File: config.mk
export PLATFORM = sky130hd
export DESIGN_NAME = bcd_adder_serial
export DESIGN_NICKNAME = d
export VERILOG_FILES = /design/src/rtl/bcd_adder_serial.sv
export SDC_FILE = /design/constraint.sdc
export NUM_CORES = 1
export LEC_CHECK = 0
export ABC_AREA = 1
export ABC_CLOCK_PERIOD_IN_PS = 6700
export BUFFER_PORTS_ARGS = -buffer_cell sky130_fd_sc_hd__clkbuf_2
export CORE_ASPECT_RATIO = 0.7
export CORE_MARGIN = 3
export CORE_UTILIZATION = 58
export DETAILED_ROUTE_END_ITERATION = 16
export HOLD_SLACK_MARGIN = 0.02
export PLACE_DENSITY = 0.84
export SYNTH_ARGS = -nofsm -noshare
export SYNTH_HDL_FRONTEND = slang
export SYNTH_SLANG_ARGS = --single-unit
File: constraint.sdc
create_clock -name clk -period 6.7 [get_ports clk]
set_clock_uncertainty 0.05 [all_clocks]
set_input_delay 1.005 -clock clk [delete_from_list [all_inputs] [get_ports clk]]
set_output_delay 1.005 -clock clk [all_outputs]
set_load 0.05 [all_outputs]
File: src/rtl/bcd_adder_serial.sv
// Digit-serial packed-BCD adder: processes one decimal digit per clock, least
// significant digit first, and flags any non-BCD operand digit it encounters.
module bcd_adder_serial #(
    parameter int DIGITS = 4
) (
    input  logic                  clk,
    input  logic                  rst,
    input  logic                  start,
    input  logic [4*DIGITS-1:0]   a,
    input  logic [4*DIGITS-1:0]   b,
    input  logic                  cin,
    output logic [4*DIGITS-1:0]   sum,
    output logic                  cout,
    output logic                  busy,
    output logic                  done,
    output logic                  invalid
);

    localparam int W     = 4 * DIGITS;
    localparam int IDX_W = (DIGITS > 1) ? $clog2(DIGITS) : 1;
    localparam logic [IDX_W-1:0] LAST_IDX = IDX_W'(DIGITS - 1);

    typedef enum logic [1:0] {
        S_IDLE,
        S_ADD,
        S_DONE
    } state_t;

    state_t           r_state;
    logic [W-1:0]     r_a;
    logic [W-1:0]     r_b;
    logic             r_carry;
    logic [IDX_W-1:0] r_idx;

    logic [4:0]       w_t;
    logic [4:0]       w_t_adj;
    logic [3:0]       w_dig;
    logic             w_carry;
    logic             w_bad;
    logic [W-1:0]     w_sum_next;

    // The latched operands shift right each digit, so the current digit is always in [3:0].
    always_comb begin
        // NOTE: every signal gets a default first so no path leaves it unassigned (no latch).
        w_t        = {1'b0, r_a[3:0]} + {1'b0, r_b[3:0]} + {4'b0, r_carry};
        w_t_adj    = w_t + 5'd6;
        w_carry    = (w_t > 5'd9);
        w_dig      = w_carry ? w_t_adj[3:0] : w_t[3:0];
        w_bad      = (r_a[3:0] > 4'd9) || (r_b[3:0] > 4'd9);
        w_sum_next = sum;
        for (int i = 0; i < DIGITS; i++) begin
            if (r_idx == IDX_W'(i)) begin
                w_sum_next[i*4 +: 4] = w_dig;
            end
        end
    end

    // NOTE: all state here uses non-blocking assignments so every register samples pre-edge values.
    always_ff @(posedge clk or posedge rst) begin
        if (rst) begin
            r_state <= S_IDLE;
            r_a     <= '0;
            r_b     <= '0;
            r_carry <= 1'b0;
            r_idx   <= '0;
            sum     <= '0;
            cout    <= 1'b0;
            busy    <= 1'b0;
            done    <= 1'b0;
            invalid <= 1'b0;
        end else begin
            case (r_state)
                S_IDLE: begin
                    if (start) begin
                        r_a     <= a;
                        r_b     <= b;
                        r_carry <= cin;
                        r_idx   <= '0;
                        sum     <= '0;
                        cout    <= 1'b0;
                        invalid <= 1'b0;
                        busy    <= 1'b1;
                        r_state <= S_ADD;
                    end
                end
                S_ADD: begin
                    sum     <= w_sum_next;
                    r_carry <= w_carry;
                    r_a     <= r_a >> 4;
                    r_b     <= r_b >> 4;
                    if (w_bad) begin
                        invalid <= 1'b1;
                    end
                    if (r_idx == LAST_IDX) begin
                        cout    <= w_carry;
                        busy    <= 1'b0;
                        done    <= 1'b1;
                        r_state <= S_DONE;
                    end else begin
                        r_idx <= r_idx + 1'b1;
                    end
                end
                S_DONE: begin
                    done    <= 1'b0;
                    r_state <= S_IDLE;
                end
                default: begin
                    busy    <= 1'b0;
                    done    <= 1'b0;
                    r_state <= S_IDLE;
                end
            endcase
        end
    end

endmodule

# Word-level counts from Yosys, hierarchy flattened

Cells that the tools add are included.

Memory bits (writable): 0
Memories: 0
Latch bits: 0
Flip-flop bits (word level): 57
Bits in read-only memories: 0

$mul: 0
Shifts and indexed selects: 0
Bitwise logic cells: 2
Reduce and logical (&&, ||, !) cells: 14
Add/subtract/negate cells: 4
Magnitude comparators: 3
Mux-type cells: 29
Div/mod/pow operators: 0
Eq/ne operators: 12

Operators with widths:

| cell                                                                             | count |
|---|---|
| 16-bit one-hot mux with 2 select lines                                           | 3 |
| 16-bit 2-to-1 mux                                                                | 3 |
| 3-bit AND reduction                                                              | 7 |
| 4-bit 2-to-1 mux                                                                 | 5 |
| 2-bit inequality test (second input constant)                                    | 7 |
| 4-bit greater-than comparator (second input constant)                            | 2 |
| 2-bit 2-to-1 mux                                                                 | 4 |
| 1-bit one-hot mux with 2 select lines                                            | 4 |
| 2-bit one-hot mux with 2 select lines                                            | 2 |
| 1-bit 2-to-1 mux                                                                 | 7 |
| 2-bit equality test (second input constant)                                      | 3 |
| 2-bit AND reduction                                                              | 3 |
| 4-bit by 4-bit adder with 5-bit output                                           | 1 |
| 5-bit by 1-bit adder with 5-bit output                                           | 1 |
| 5-bit by 4-bit greater-than comparator with 1-bit output (second input constant) | 1 |
| 4-bit by 3-bit adder with 4-bit output (second input constant)                   | 1 |
| 2-bit by 1-bit equality test with 1-bit output (second input constant)           | 2 |
| 2-bit zero test                                                                  | 2 |
| 1-bit one-hot mux with 3 select lines                                            | 1 |
| 2-bit by 1-bit adder with 2-bit output (second input constant)                   | 1 |
| 1-bit inverter                                                                   | 2 |
| 2-bit nonzero test                                                               | 1 |
| 1-bit logical OR                                                                 | 1 |

# Depth between registers and ports, before layout

Gate-level depths: netlist of run 1.

Depth in word-level cells: 6
Mapped depth: 14
Gate-level depth less buffers: 14

# Worst setup path before layout of run 1

Ideal clock, no wire load.

Path type: register to register
Start point: register r_a[0]
End point: register sum[3]
Period minus slack after synthesis: 2.400 ns
Stages on the path, launching flop included: 13
Required time: 6.532 ns
Data arrival time: 2.232 ns
Path slack: 4.300 ns
Library setup time: 0.118 ns
Buffers on the path: 0
Path through: dfrtp_1 -> fa_1 -> fa_1 -> inv_1 -> ha_1 -> inv_1 -> nor2_1 -> a21oi_1 -> nand2_1 -> nand2_1 -> nand3_1 -> nand3_1 -> nand2_1

Longest elaborated chain between the ends: 6

Ends and longest elaborated chain:

| element                                                                                                            | RTL line | RTL |
|---|---|---|
| start, declared                                                                                                    | 30       | `logic [W-1:0] r_a;` |
| start signal, assigned                                                                                             | 89       | `r_a <= r_a >> 4;` |
| 4-bit by 4-bit adder with 5-bit output (*)                                                                         | 45       | `w_t = {1'b0, r_a[3:0]} + {1'b0, r_b[3:0]} + {4'b0, r_carry};` |
| 5-bit by 1-bit adder with 5-bit output (*)                                                                         | 45       |  |
| 4-bit by 3-bit adder with 4-bit output or 5-bit by 4-bit greater-than comparator with 1-bit output (tied branches) | 46, 47   |  |
| 4-bit 2-to-1 mux (*)                                                                                               | 48       | `w_dig = w_carry ? w_t_adj[3:0] : w_t[3:0];` |
| 4-bit 2-to-1 mux (*)                                                                                               | 52       | `if (r_idx == IDX_W'(i)) begin` |
| 16-bit one-hot mux with 2 select lines (*)                                                                         | 72       | `case (r_state)` |
| end signal, assigned                                                                                               | 87       | `sum <= w_sum_next;` |
| end, declared                                                                                                      | 12       | `output logic [4*DIGITS-1:0] sum,` |

Mark *: on every way between the ends. The rest lies on a longest branch, timed or not. The select of a mux whose other input is x is not followed.
A chain may end at the register's enable or synchronous reset.

# Worst setup path in the final report of run 1

Start point: register r_a[0]
End point: register sum[11]

The elaborated chain is that of the path after synthesis.

==> results.md, run 1 <==
- For the worst setup path, the data arrival time is 2.89 ns.
- The critical setup path kind is flop to flop.
- For this run the aggregate overflow at the end of global routing stands at 0.
- The count of endpoints failing setup in the final report is 0.
- Leaving out fill and tap cells, the most frequent cells in the layout are sky130_fd_sc_hd__nand2_1, sky130_fd_sc_hd__dfrtp_1, sky130_fd_sc_hd__clkbuf_2.
- The critical path's slowest cell is sky130_fd_sc_hd__fa_1.
- The boundary pin count is 56.
- The part of the Yosys area used for sequential elements is 52.7%.
- The startpoint type of the worst setup path is a flop.
- The initial cell density of the core is 61.4%.
- The synthesized netlist devotes 5.18% of its cell area to adder and majority cells.
- The clock root buffer is sky130_fd_sc_hd__clkbuf_8.
- Setup repair after global routing left no endpoint under its margin.
- The via count of the first global-routing pass is 2,112.
- The die covers 5530 µm².
- The deepest clock path buffer count is 2.
- In this run the tool buffered the top-level ports with 55 buffer cells.
- The clock net in this run drives a total of 57 sinks.
- In this run the remaining antenna-violating nets after routing total 0.
- The flow ran to the end, and the final reports show no timing, DRC or antenna violations.
- The total DRC errors in the routed layout is 0.
- The CTS buffer count is 9.
- Once the clock tree was built, the setup fixing pass inserted 0 buffers.
- The detailed router's first-iteration violation count is 197.
- The number of resized instances in the post-cts repair step is 0.
- Dividing the final minimum period by the clock period gives 40.5%.
- The fraction of the mapped netlist area in compound gates is 14.4%.
- The global-route wire length before repair is 9.92 mm.
- Relative to the synthesized area, the layout overhead comes to 16.0%.
- Among the stages of the critical path, the cell type that occurs most often is sky130_fd_sc_hd__nand2_1.
- In the final routed layout, each cell accounts on average for 14.0 µm.
- The floorplan has 20 rows.
- The total negative slack for setup checks is 0 ns.
- The ratio of cells with drive above 1 in the final layout is 21.0%.
- The worst path in the final design needs a cycle of 2.72 ns, including I/O delays and setup.
- The worst max-slew margin expressed relative to the limit is 39.7%.
- The element type at the critical path end is a flop.
- The worst hold path belongs to the class flop to flop.
- The core box area is 4400 µm².
- The post-synthesis instance total is 314.
- Multiplexer cells account for 0% of the synthesized area.
- The via total after detailed routing is 2,323.
- For the pin with the worst max-slew slack, the measured transition is 0.902 ns.
- Dividing the detail-routed via count by the number of cells gives 5.45.
- The XOR/XNOR share of the synthesized area is 0%.
- The cell area after synthesis is 2710 µm².
- The required arrival time at the worst endpoint is 6.88 ns.
- The biggest fanout along the worst timing path is 4.
- The pin count of the biggest net entering global routing is 58.
- The final weighted congestion of routability-driven global placement is 0.880.
- The max-slew violation count was 0.
- The register clock-pin slew on the reported worst setup and hold paths is 0.06 ns.
- The CTS tree is done.
- On the worst path, the slowest cell contributes a delay of 0.50 ns.
- The number of antenna violations at the first check in global routing was 0.
- The H-tree generated during clock tree synthesis spans 3 levels.
- Leaving out fill and tap cells, the most frequent cell in the layout is sky130_fd_sc_hd__nand2_1.
- The repair_antennas step left the layout with diodes totalling 0.
- For the worst-skew pair, the clock arrives at the later sink with an insertion delay of 0.33 ns.
- After legalization and detailed placement, the total HPWL measured 4.16 mm.
- Counting every net in the synthesized netlist gives 360.
- In the final design database the tool counted 415 nets.
- Global routing used 23.2% of the available tracks across all layers.
- The final hold violation count was 0.
- The x dimension of the die is 87.6 µm.
- The total of flip-flops plus latches after synthesis is 57.
- The count of distinct cell types in the synthesized netlist is 20.
- The synthesized area per cell is 8.61 µm².
- Before antenna repair, the detailed router went through 5 iterations.
- Across the run, the number of max-cap violations was 0.
- Yosys printed 0 warnings.
- The basic-gate share of the synthesized area counting and, or, nand and nor cells is 22.0%.
- The number of buffers added to fix hold violations after cts is 0.
- By area, the combinational part of the netlist is dominated by simple AND/OR/NAND/NOR gates.
- The height of the die is 63.1 µm.
- The critical path goes through fa_1 -> fa_1 -> nand2_1 -> nand2_1 -> ha_1 -> inv_1 -> nor2_1 -> a21oi_1 -> nand2_1 -> nand2_1 -> nand3_1 -> nand3_1 -> nand2_1.
- The highest achievable clock rate is 368 MHz.
- The post-detailed-routing wire length is 5.96 mm.
[worst max-delay path: cells and delay by family, from the launching register on]
kind                       cells  cell delay [ns]
AOI/OAI and AO/OA              1             0.11
adders and majority gates      3             1.14
DFF                            1             0.40
buffers and inverters          1             0.07
and+or+nand+nor                8             0.83
[cells in the mapped netlist]
library cell | count | area, µm²
sky130_fd_sc_hd__nand3_1 | 13 | 65.1
sky130_fd_sc_hd__a22o_1 | 5 | 43.8
sky130_fd_sc_hd__nand2_1 | 86 | 323
sky130_fd_sc_hd__nor2_1 | 30 | 113
sky130_fd_sc_hd__buf_4 | 1 | 7.51
sky130_fd_sc_hd__buf_6 | 1 | 11.3
sky130_fd_sc_hd__o22ai_1 | 2 | 12.5
sky130_fd_sc_hd__o21ai_2 | 2 | 17.5
sky130_fd_sc_hd__inv_1 | 18 | 67.6
sky130_fd_sc_hd__inv_4 | 1 | 6.26
sky130_fd_sc_hd__inv_2 | 3 | 11.3
sky130_fd_sc_hd__dfrtp_1 | 57 | 1430
sky130_fd_sc_hd__nand4_1 | 8 | 50.1
sky130_fd_sc_hd__o21ai_1 | 2 | 10.0
sky130_fd_sc_hd__fa_1 | 2 | 40.0
sky130_fd_sc_hd__buf_2 | 10 | 50.1
sky130_fd_sc_hd__nor2_4 | 4 | 45.0
sky130_fd_sc_hd__ha_1 | 8 | 100
sky130_fd_sc_hd__a21oi_1 | 17 | 85.1
sky130_fd_sc_hd__o21ai_0 | 44 | 220
[final timing paths]
path                       startpoint  endpoint  slack (ns)  depth (start not counted)
max                            r_a[0]   sum[11]        3.98                         13
min                           r_b[13]   r_b[13]        0.42                          2
max reg2reg                    r_a[0]   sum[11]        3.98                         13
min reg2reg                   r_b[13]   r_b[13]        0.42                          2
max in group asynchronous         rst    r_a[4]        5.34                          3
min in group asynchronous         rst      done        0.79                          3
[sequential cells by signal, summed over array words and instances (netlist names)]
signal / cells
sum: 16
cout: 1
r_idx: 2
invalid: 1
r_state: 2
r_a: 16
r_b: 16
done: 1
r_carry: 1
busy: 1
[metal layers]
layer	wire length (µm)	up-vias	track usage (%)
met3	491	10	7.84
met2	2620	85	31.4
met5	0	-	0
met1	2760	1085	34.3
met4	89	0	8.81
li1	-	1143	-
[metrics by stage]
stage / utilization (%) / instance area (µm²) / std cells / setup WS [ns] / hold WS (ns)
finish: 71.3 / 3140 / 426 / 3.98 / 0.422
global route: 71.3 / 3140 / 426 / 3.80 / 0.437
CTS: 71.3 / 3140 / 426 / 4.03 / 0.424
detailed placement: 67.8 / 2990 / 413 / 3.91 / 0.409
global placement: 67.8 / 2990 / 413 / 3.98 / 0.407
floorplan: - / 2710 / 314 / 4.25 / 0.393
[cell type report]
cell class | instances | area (µm²)
fillers | 353 | 1270
flip-flops and latches | 57 | 1430
well taps | 55 | 68.8
multi-input cells | 223 | 1120
repair buffers | 56 | 283
clock buffers | 12 | 145
clock inverters | 1 | 5.00
inverters | 22 | 85.1
[logic make-up after synthesis]
| kind of cell | count (synthesis) |
|---|---|
| and+or+nand+nor | 141 |
| buffers and inverters | 34 |
| DFF | 57 |
| adders and majority gates | 10 |
| AOI/OAI and AO/OA | 72 |
Power of run 1 is left out: the tool's default activity adds up to more than one toggle a clock period on the data nets, which glitch-free logic cannot reach.
==> run 2, diff against run 1 <==
--- a/config.mk
+++ b/config.mk
@@ -6,14 +6,14 @@
 export NUM_CORES = 1
 export LEC_CHECK = 0
 export ABC_AREA = 1
-export ABC_CLOCK_PERIOD_IN_PS = 6700
+export ABC_CLOCK_PERIOD_IN_PS = 2450
 export BUFFER_PORTS_ARGS = -buffer_cell sky130_fd_sc_hd__clkbuf_2
 export CORE_ASPECT_RATIO = 0.7
 export CORE_MARGIN = 3
-export CORE_UTILIZATION = 58
+export CORE_UTILIZATION = 49
 export DETAILED_ROUTE_END_ITERATION = 16
 export HOLD_SLACK_MARGIN = 0.02
-export PLACE_DENSITY = 0.84
+export PLACE_DENSITY = 0.75
 export SYNTH_ARGS = -nofsm -noshare
 export SYNTH_HDL_FRONTEND = slang
 export SYNTH_SLANG_ARGS = --single-unit
==> constraint.sdc (replaced) <==
create_clock -name clk -period 2.45 [get_ports clk]
set_clock_uncertainty 0.05 [all_clocks]
set_input_delay 0.3675 -clock clk [delete_from_list [all_inputs] [get_ports clk]]
set_output_delay 0.3675 -clock clk [all_outputs]
set_load 0.05 [all_outputs]
==> run 2 against run 1 <==
Against the previous run: the flow now finishes with violations (setup timing); first-iteration DRC count down 27%; sequential cell count unchanged; critical path type unchanged; highest routed layer unchanged; die area up 17%; critical endpoint is now sum[7].
==> results.md, run 2 (synthesis gave the netlist of run 1 again) <==
- The flow ran to the end, but the final reports show violations.
- The final reports fail on setup timing.
- The data arrival time of the worst path is 2.66 ns.
- STA classifies the critical path startpoint as a flop.
- The critical path is of the flop to flop type.
- The highest-utilization routing layer at the global route stage is met2.
- The detail route stage leaves a number of antenna-violating nets equal to 0.
- CTS placed an instance of sky130_fd_sc_hd__clkbuf_8 at the clock tree root.
- For this run, design rule violations remaining after detail routing come to 0.
- The ratio of cells with drive above 1 in the final layout is 28.5%.
- The number of antenna violations at the first check in global routing is 0.
- The pin slew with the least headroom to its limit is 0.782 ns.
- The initialized floorplan defines 21 standard-cell rows.
- The fill cell instance count of the final layout is 453.
- The worst setup path is captured at a flop.
- After clock tree synthesis, the clock-pin slew on the worst setup and hold paths is 0.06 ns.
- Entering global routing, the biggest net connects 54 pins.
- TritonCTS built the clock tree.
- Max-cap violations in this run came to 0.
- Input and output buffers added on the ports amount to 55.
- Global routing used 5.27% of the available met3 tracks.
- The most frequent standard cell in the layout excluding fill and tap cells is sky130_fd_sc_hd__nand2_1.
- The boundary pin count is 56.
- After detailed routing, the average wire length per cell comes to 13.8 µm.
- The count of H-tree levels built during CTS is 3.
- The HPWL after detailed placement is 4.24 mm.
- Setup violations remaining at the end of the flow were counted as 5.
- The critical path's slowest cell is sky130_fd_sc_hd__fa_2.
- The clock net in this run drives a total of 57 sinks.
- The x dimension of the die is 94.8 µm.
- The final worst hold slack is 0.183 ns.
- For this run, the top clock speed supported by timing is 403 MHz.
- In the finished design, the share of the clock period the worst path needs comes to 101%.
- The clock period minus worst slack is 2.48 ns.
- Prior to clock tree synthesis, the placed netlist has a worst setup slack of -0.142 ns.
- The via count of the first global-routing pass is 2,196.
- The global-route usage over all layers is 20.8%.
- The number of nets in the finished design is 423.
- The signal on the critical path passes through fa_2 -> fa_2 -> inv_2 -> ha_4 -> inv_2 -> nor2_2 -> a21oi_2 -> nand2_2 -> nand2_4 -> nand3_4 -> nand3_2 -> nand2_1.
- The max-slew violation count is 0.
- The fraction of the core area covered by cells at the end of the flow is 66.5%.
- The global-route wire length before repair is 10.1 mm.
- The height of the die is 68.2 µm.
- The area of the die is 6460 µm².
- The largest registers in the layout are r_a: 16 flops, r_b: 16 flops, sum: 16 flops.
- For met2 alone, demand over resource in global routing was 31.3%.
- From synthesis to final layout, the design area changed by 24.0%.
- The final weighted congestion of routability-driven global placement is 0.873.
- The family with the most delay on the worst path is adder cells.
- The initial cell density of the core is 53.6%.
- Global routing finished with a remaining overflow of 0.
- The core box area is 5040 µm².
- The biggest fanout along the worst timing path is 4.
- The first routing iteration left 143 violations.
- Setup repair after global routing could not meet its margin everywhere.
- Global routing used 28.8% of the available met1 tracks.
- At the later pin of the worst-skew pair, clock insertion delay measures 0.34 ns.
- Clock tree synthesis inserted a total of 9 buffers.
- After detailed routing, the total wire length is 6.22 mm.
- The worst hold path belongs to the class input port to flop.
- The post-route worst setup slack is -0.0332 ns.
- The number of diodes is 0.
- Before antenna repair, the detailed router went through 4 iterations.
- The final hold violation count was 0.
- STA puts the critical path data required time at 2.63 ns.
- The worst pin sits at a relative slew slack of 47.7%.
- Dividing the detail-routed via count by the number of cells gives 5.24.
- Leaving out fill and tap cells, the most frequent cells in the layout are sky130_fd_sc_hd__nand2_1, sky130_fd_sc_hd__dfrtp_1, sky130_fd_sc_hd__clkbuf_2.
- The via total after detailed routing is 2,364.
- The sequential cell area is 1430 µm².
- The number of buffers and inverters on the critical path is 2.
- The clock passes through at most 2 buffers.
- The worst stage delay on the critical path is 0.56 ns.
- In the final layout, the multi-input gates occupy 1220 µm².
[run 2: changes by cell type in the layout (fill, tap and decap cells not counted), moves of 3 or more]
cell | previous run | this run
sky130_fd_sc_hd__buf_4 | 1 | 8
sky130_fd_sc_hd__clkbuf_8 | 10 | 13
sky130_fd_sc_hd__nand2_1 | 86 | 82
sky130_fd_sc_hd__nand3_1 | 13 | 6
sky130_fd_sc_hd__nand3_2 | 0 | 6
[run 2: final timing paths]
check,endpoint,cells past startpoint,slack [ns],from
max in group asynchronous,r_a[4],4,1.12,rst
worst max register to register,sum[7],12,-0.03,r_carry
min in group asynchronous,r_a[15],3,0.38,rst
worst min-delay path,r_b[15],3,0.18,b[15]
worst max-delay path,sum[7],12,-0.03,r_carry
worst min register to register,r_b[14],2,0.42,r_b[14]
[run 2: per-layer routing]
metal / vias to the layer above / wire length (µm)
met4: 0 / 95
li1: 1163 / -
met2: 61 / 2830
met1: 1130 / 2980
met5: - / 0
met3: 10 / 315
[run 2: what timing repair did]
item,4_1_cts,5_1_grt
buffers inserted,1,2
endpoints found under the hold margin,4,0
gates resized for setup,5,20
hold buffers,1,0
setup endpoints to repair,13,14
pin swaps,1,6
[run 2: cell type report]
class | count | share of cell area, %
inverter | 22 | 2.54
clock buffer | 14 | 5.45
clock inverter | 2 | 0.299
timing repair buffer | 64 | 10.3
multi-input combinational | 223 | 36.3
sequential | 57 | 42.5
tap | 69 | 2.57
[run 2: through the flow]
step | TNS [ns] | instance area, µm² | cells
4_1_cts | -0.00480 | 3270 | 450
6_report | -0.101 | 3350 | 451
5_1_grt | -1.31 | 3350 | 451
2_1_floorplan | 0 | 2710 | 314
3_5_place_dp | -1.34 | 3040 | 432
3_3_place_gp | -0.127 | 3040 | 432
[run 2: worst min-delay path: cells and delay by family]
family	cells	cell delay (ns)
simple gates	2	0.09
buf+inv	1	0.08
Power of run 2 is left out for the same reason.
==> run 3, diff against run 2 <==
--- a/config.mk
+++ b/config.mk
@@ -8,12 +8,11 @@
 export ABC_AREA = 1
 export ABC_CLOCK_PERIOD_IN_PS = 2450
 export BUFFER_PORTS_ARGS = -buffer_cell sky130_fd_sc_hd__clkbuf_2
-export CORE_ASPECT_RATIO = 0.7
 export CORE_MARGIN = 3
-export CORE_UTILIZATION = 49
+export CORE_UTILIZATION = 45
 export DETAILED_ROUTE_END_ITERATION = 16
 export HOLD_SLACK_MARGIN = 0.02
-export PLACE_DENSITY = 0.75
+export PLACE_DENSITY = 0.7
 export SYNTH_ARGS = -nofsm -noshare
 export SYNTH_HDL_FRONTEND = slang
 export SYNTH_SLANG_ARGS = --single-unit
==> run 3 against run 2 <==
Against the previous run: the flow now finishes without violations; utilization shrank 6.8 points; critical path type unchanged; sequential cell count did not move; cell count is 1.3% higher; setup slack improved by 0.042 ns; highest routed layer unchanged; first-iteration DRC count up 7.0%; largest cell class unchanged.
==> results.md, run 3 (synthesis gave the netlist of run 1 again) <==
- The run finished with clean final reports.
- The worst register-to-register path begins at r_a[0].
- At the worst endpoint, the arrival time is 2.62 ns.
- The boundary pin count is 56.
- The die is 83.5 µm wide.
- Setup violations remaining at the end of the flow were counted as 0.
- Timing would allow up to 410 MHz.
- The final worst hold slack is 0.160 ns.
- The height of the die is 83.5 µm.
- The initial cell density of the core is 47.7%.
- The clock net in this run drives a total of 57 sinks.
- Measured in cells, the most critical reg-to-reg path has a length of 12.
- After the last flow step, the layout net total stands at 427.
- Across the run, the number of max-cap violations was 0.
- The share of the clock period used by the worst path after layout is 99.6%.
- The sum of overflow across all layers after global routing is 0.
- The CTS buffer count is 9.
- The design area is 3380 µm².
- The floorplan step defined a die boundary enclosing 6980 µm².
- The total DRC errors in the routed layout is 0.
- In this run the cell area measured after placement is 3050 µm².
- The endpoint of the worst register-to-register path is sum[3].
- The number of buffers inserted by port buffering is 55.
- The final weighted congestion of routability-driven global placement is 0.934.
- The top cell types in the final layout, fill and taps aside, are sky130_fd_sc_hd__nand2_1, sky130_fd_sc_hd__dfrtp_1, sky130_fd_sc_hd__clkbuf_2.
- The register clock-pin slew on the reported worst setup and hold paths is 0.07 ns.
- Subtracting the final worst setup slack from the clock period gives 2.44 ns.
- At the end of the flow the core is filled with cells to 59.6%.
- The detailed router's first-iteration violation count is 153.
- The number of antenna violations at the first check in global routing is 0.
- The fill cell instance count of the final layout is 517.
- The number of antenna diodes in the final layout is 0.
- At the later pin of the worst-skew pair, clock insertion delay measures 0.33 ns.
- Setup repair after global routing could not meet its margin everywhere.
- The clock tree synthesis step divided the H-tree into 3 levels.
- The HPWL after detailed placement is 4.36 mm.
- The max-slew violation count is 0.
- The worst setup path is launched from a flop.
- The pin count of the biggest net entering global routing is 58.
- The clock root buffer is sky130_fd_sc_hd__clkbuf_8.
- The deepest clock path buffer count is 2.
- Relative to the synthesized area, the layout overhead comes to 25.1%.
- The post-detailed-route wirelength per cell is 14.5 µm.
- The final non-filler cell total is 457.
- The number of buffers added to fix hold violations after cts is 0.
- TritonCTS built the clock tree.
- The element type at the critical path end is a flop.
- After floorplanning, the core was sized to cover 5680 µm².
- The largest registers in the layout are r_a: 16 flops, r_b: 16 flops, sum: 16 flops.
- Summing over every cut layer, the via total after detailed routing is 2,409.
- The pin slew with the least headroom to its limit is 0.710 ns.
- The count of nets left with antenna violations once routing finished came out at 0.
- The final hold violation count came to 0.
- The biggest fanout along the worst timing path is 4.
- The most frequent standard cell in the layout excluding fill and tap cells is sky130_fd_sc_hd__nand2_1.
- The required arrival time at the worst endpoint is 2.63 ns.
- The post-detailed-routing wire length is 6.61 mm.
- The worst min-delay path category is input port to asynchronous set/reset pin.
- In the routed layout, each cell is associated on average with a via count of 5.27.
- The worst max-slew margin expressed relative to the limit is 52.7%.
- The via count of the first global-routing pass is 2,465.
- The global-route wire length before repair is 11.7 mm.
- The first TritonRoute pass finished after 4 iterations.
- In this run, placement finished with an instance count of 436.
- The critical setup path kind is flop to flop.
- The number of standard-cell rows in the floorplan is 27.
- The worst register-to-register path has a setup slack of 0.009 ns.
- The ratio of cells with drive above 1 in the final layout is 29.6%.
- The global-route usage over all layers is 20.6%.
run 3: changes by cell type in the layout (fill, tap and decap cells not counted):
cell                            delta
sky130_fd_sc_hd__clkbuf_8          -1
sky130_fd_sc_hd__buf_4             +5
sky130_fd_sc_hd__clkinv_2          +1
sky130_fd_sc_hd__dlygate4sd3_1     -1
sky130_fd_sc_hd__nor2_2            -2
sky130_fd_sc_hd__inv_2             -1
sky130_fd_sc_hd__inv_4             +1
sky130_fd_sc_hd__nor2_4            +1
sky130_fd_sc_hd__clkbuf_1          -1
sky130_fd_sc_hd__nand2_1           -1
sky130_fd_sc_hd__nand2_4           +1
sky130_fd_sc_hd__nor2_1            +1
run 3: timing repair:
item	4_1_cts	5_1_grt
setup buffers	6	0
setup endpoints to repair	14	14
gates resized for setup	18	10
pin swaps	4	3
run 3: final cells by class:
| class | instances | area [µm²] | share of cell area (%) |
|---|---|---|---|
| Timing Repair Buffer | 68 | 373 | 11.0 |
| Tap cell | 72 | 90.1 | 2.66 |
| Multi-Input combinational cell | 223 | 1230 | 36.3 |
| Clock buffer | 12 | 165 | 4.88 |
| Sequential cell | 57 | 1430 | 42.1 |
| Inverter | 22 | 87.6 | 2.59 |
| Clock inverter | 3 | 15.0 | 0.444 |
run 3: how the worst max path moves through the flow:
stage	start	endpoint	slack (ns)	cells after the start
2_1_floorplan	r_a[0]	sum[3]	0.05	12
3_3_place_gp	r_a[0]	sum[11]	-0.03	13
3_5_place_dp	r_a[0]	sum[7]	-0.15	13
4_1_cts	r_carry	sum[3]	-0.007	12
5_1_grt	r_a[0]	cout	-0.06	11
6_report	r_a[0]	sum[3]	0.009	12
run 3: critical path, stage by stage, from the launching register on:
cell and delay (ns):
sky130_fd_sc_hd__dfrtp_1 0.41, sky130_fd_sc_hd__fa_2 0.41, sky130_fd_sc_hd__fa_2 0.56, sky130_fd_sc_hd__inv_2 0.06
sky130_fd_sc_hd__ha_4 0.16, sky130_fd_sc_hd__inv_4 0.06, sky130_fd_sc_hd__nor2_4 0.03, sky130_fd_sc_hd__a21oi_2 0.11
sky130_fd_sc_hd__nand2_2 0.11, sky130_fd_sc_hd__nand2_4 0.13, sky130_fd_sc_hd__nand3_4 0.12, sky130_fd_sc_hd__nand3_2 0.07
sky130_fd_sc_hd__nand2_1 0.05
run 3: stage by stage:
stage | worst slack [ns] | setup TNS, ns
6_report | 0.00866 | 0
5_1_grt | -0.0645 | -0.549
4_1_cts | -0.00741 | -0.0115
3_5_place_dp | -0.151 | -1.66
3_3_place_gp | -0.0262 | -0.148
2_1_floorplan | 0.0500 | 0
run 3: layer usage:
layer	vias to the layer above	track usage, %	part of all wire [%]
li1	1171	-	-
met1	1150	28.9	44
met5	-	0	0
met2	72	31.0	49
met4	0	8.19	2.2
met3	16	5.03	5.5
Power of run 3 is left out for the same reason.
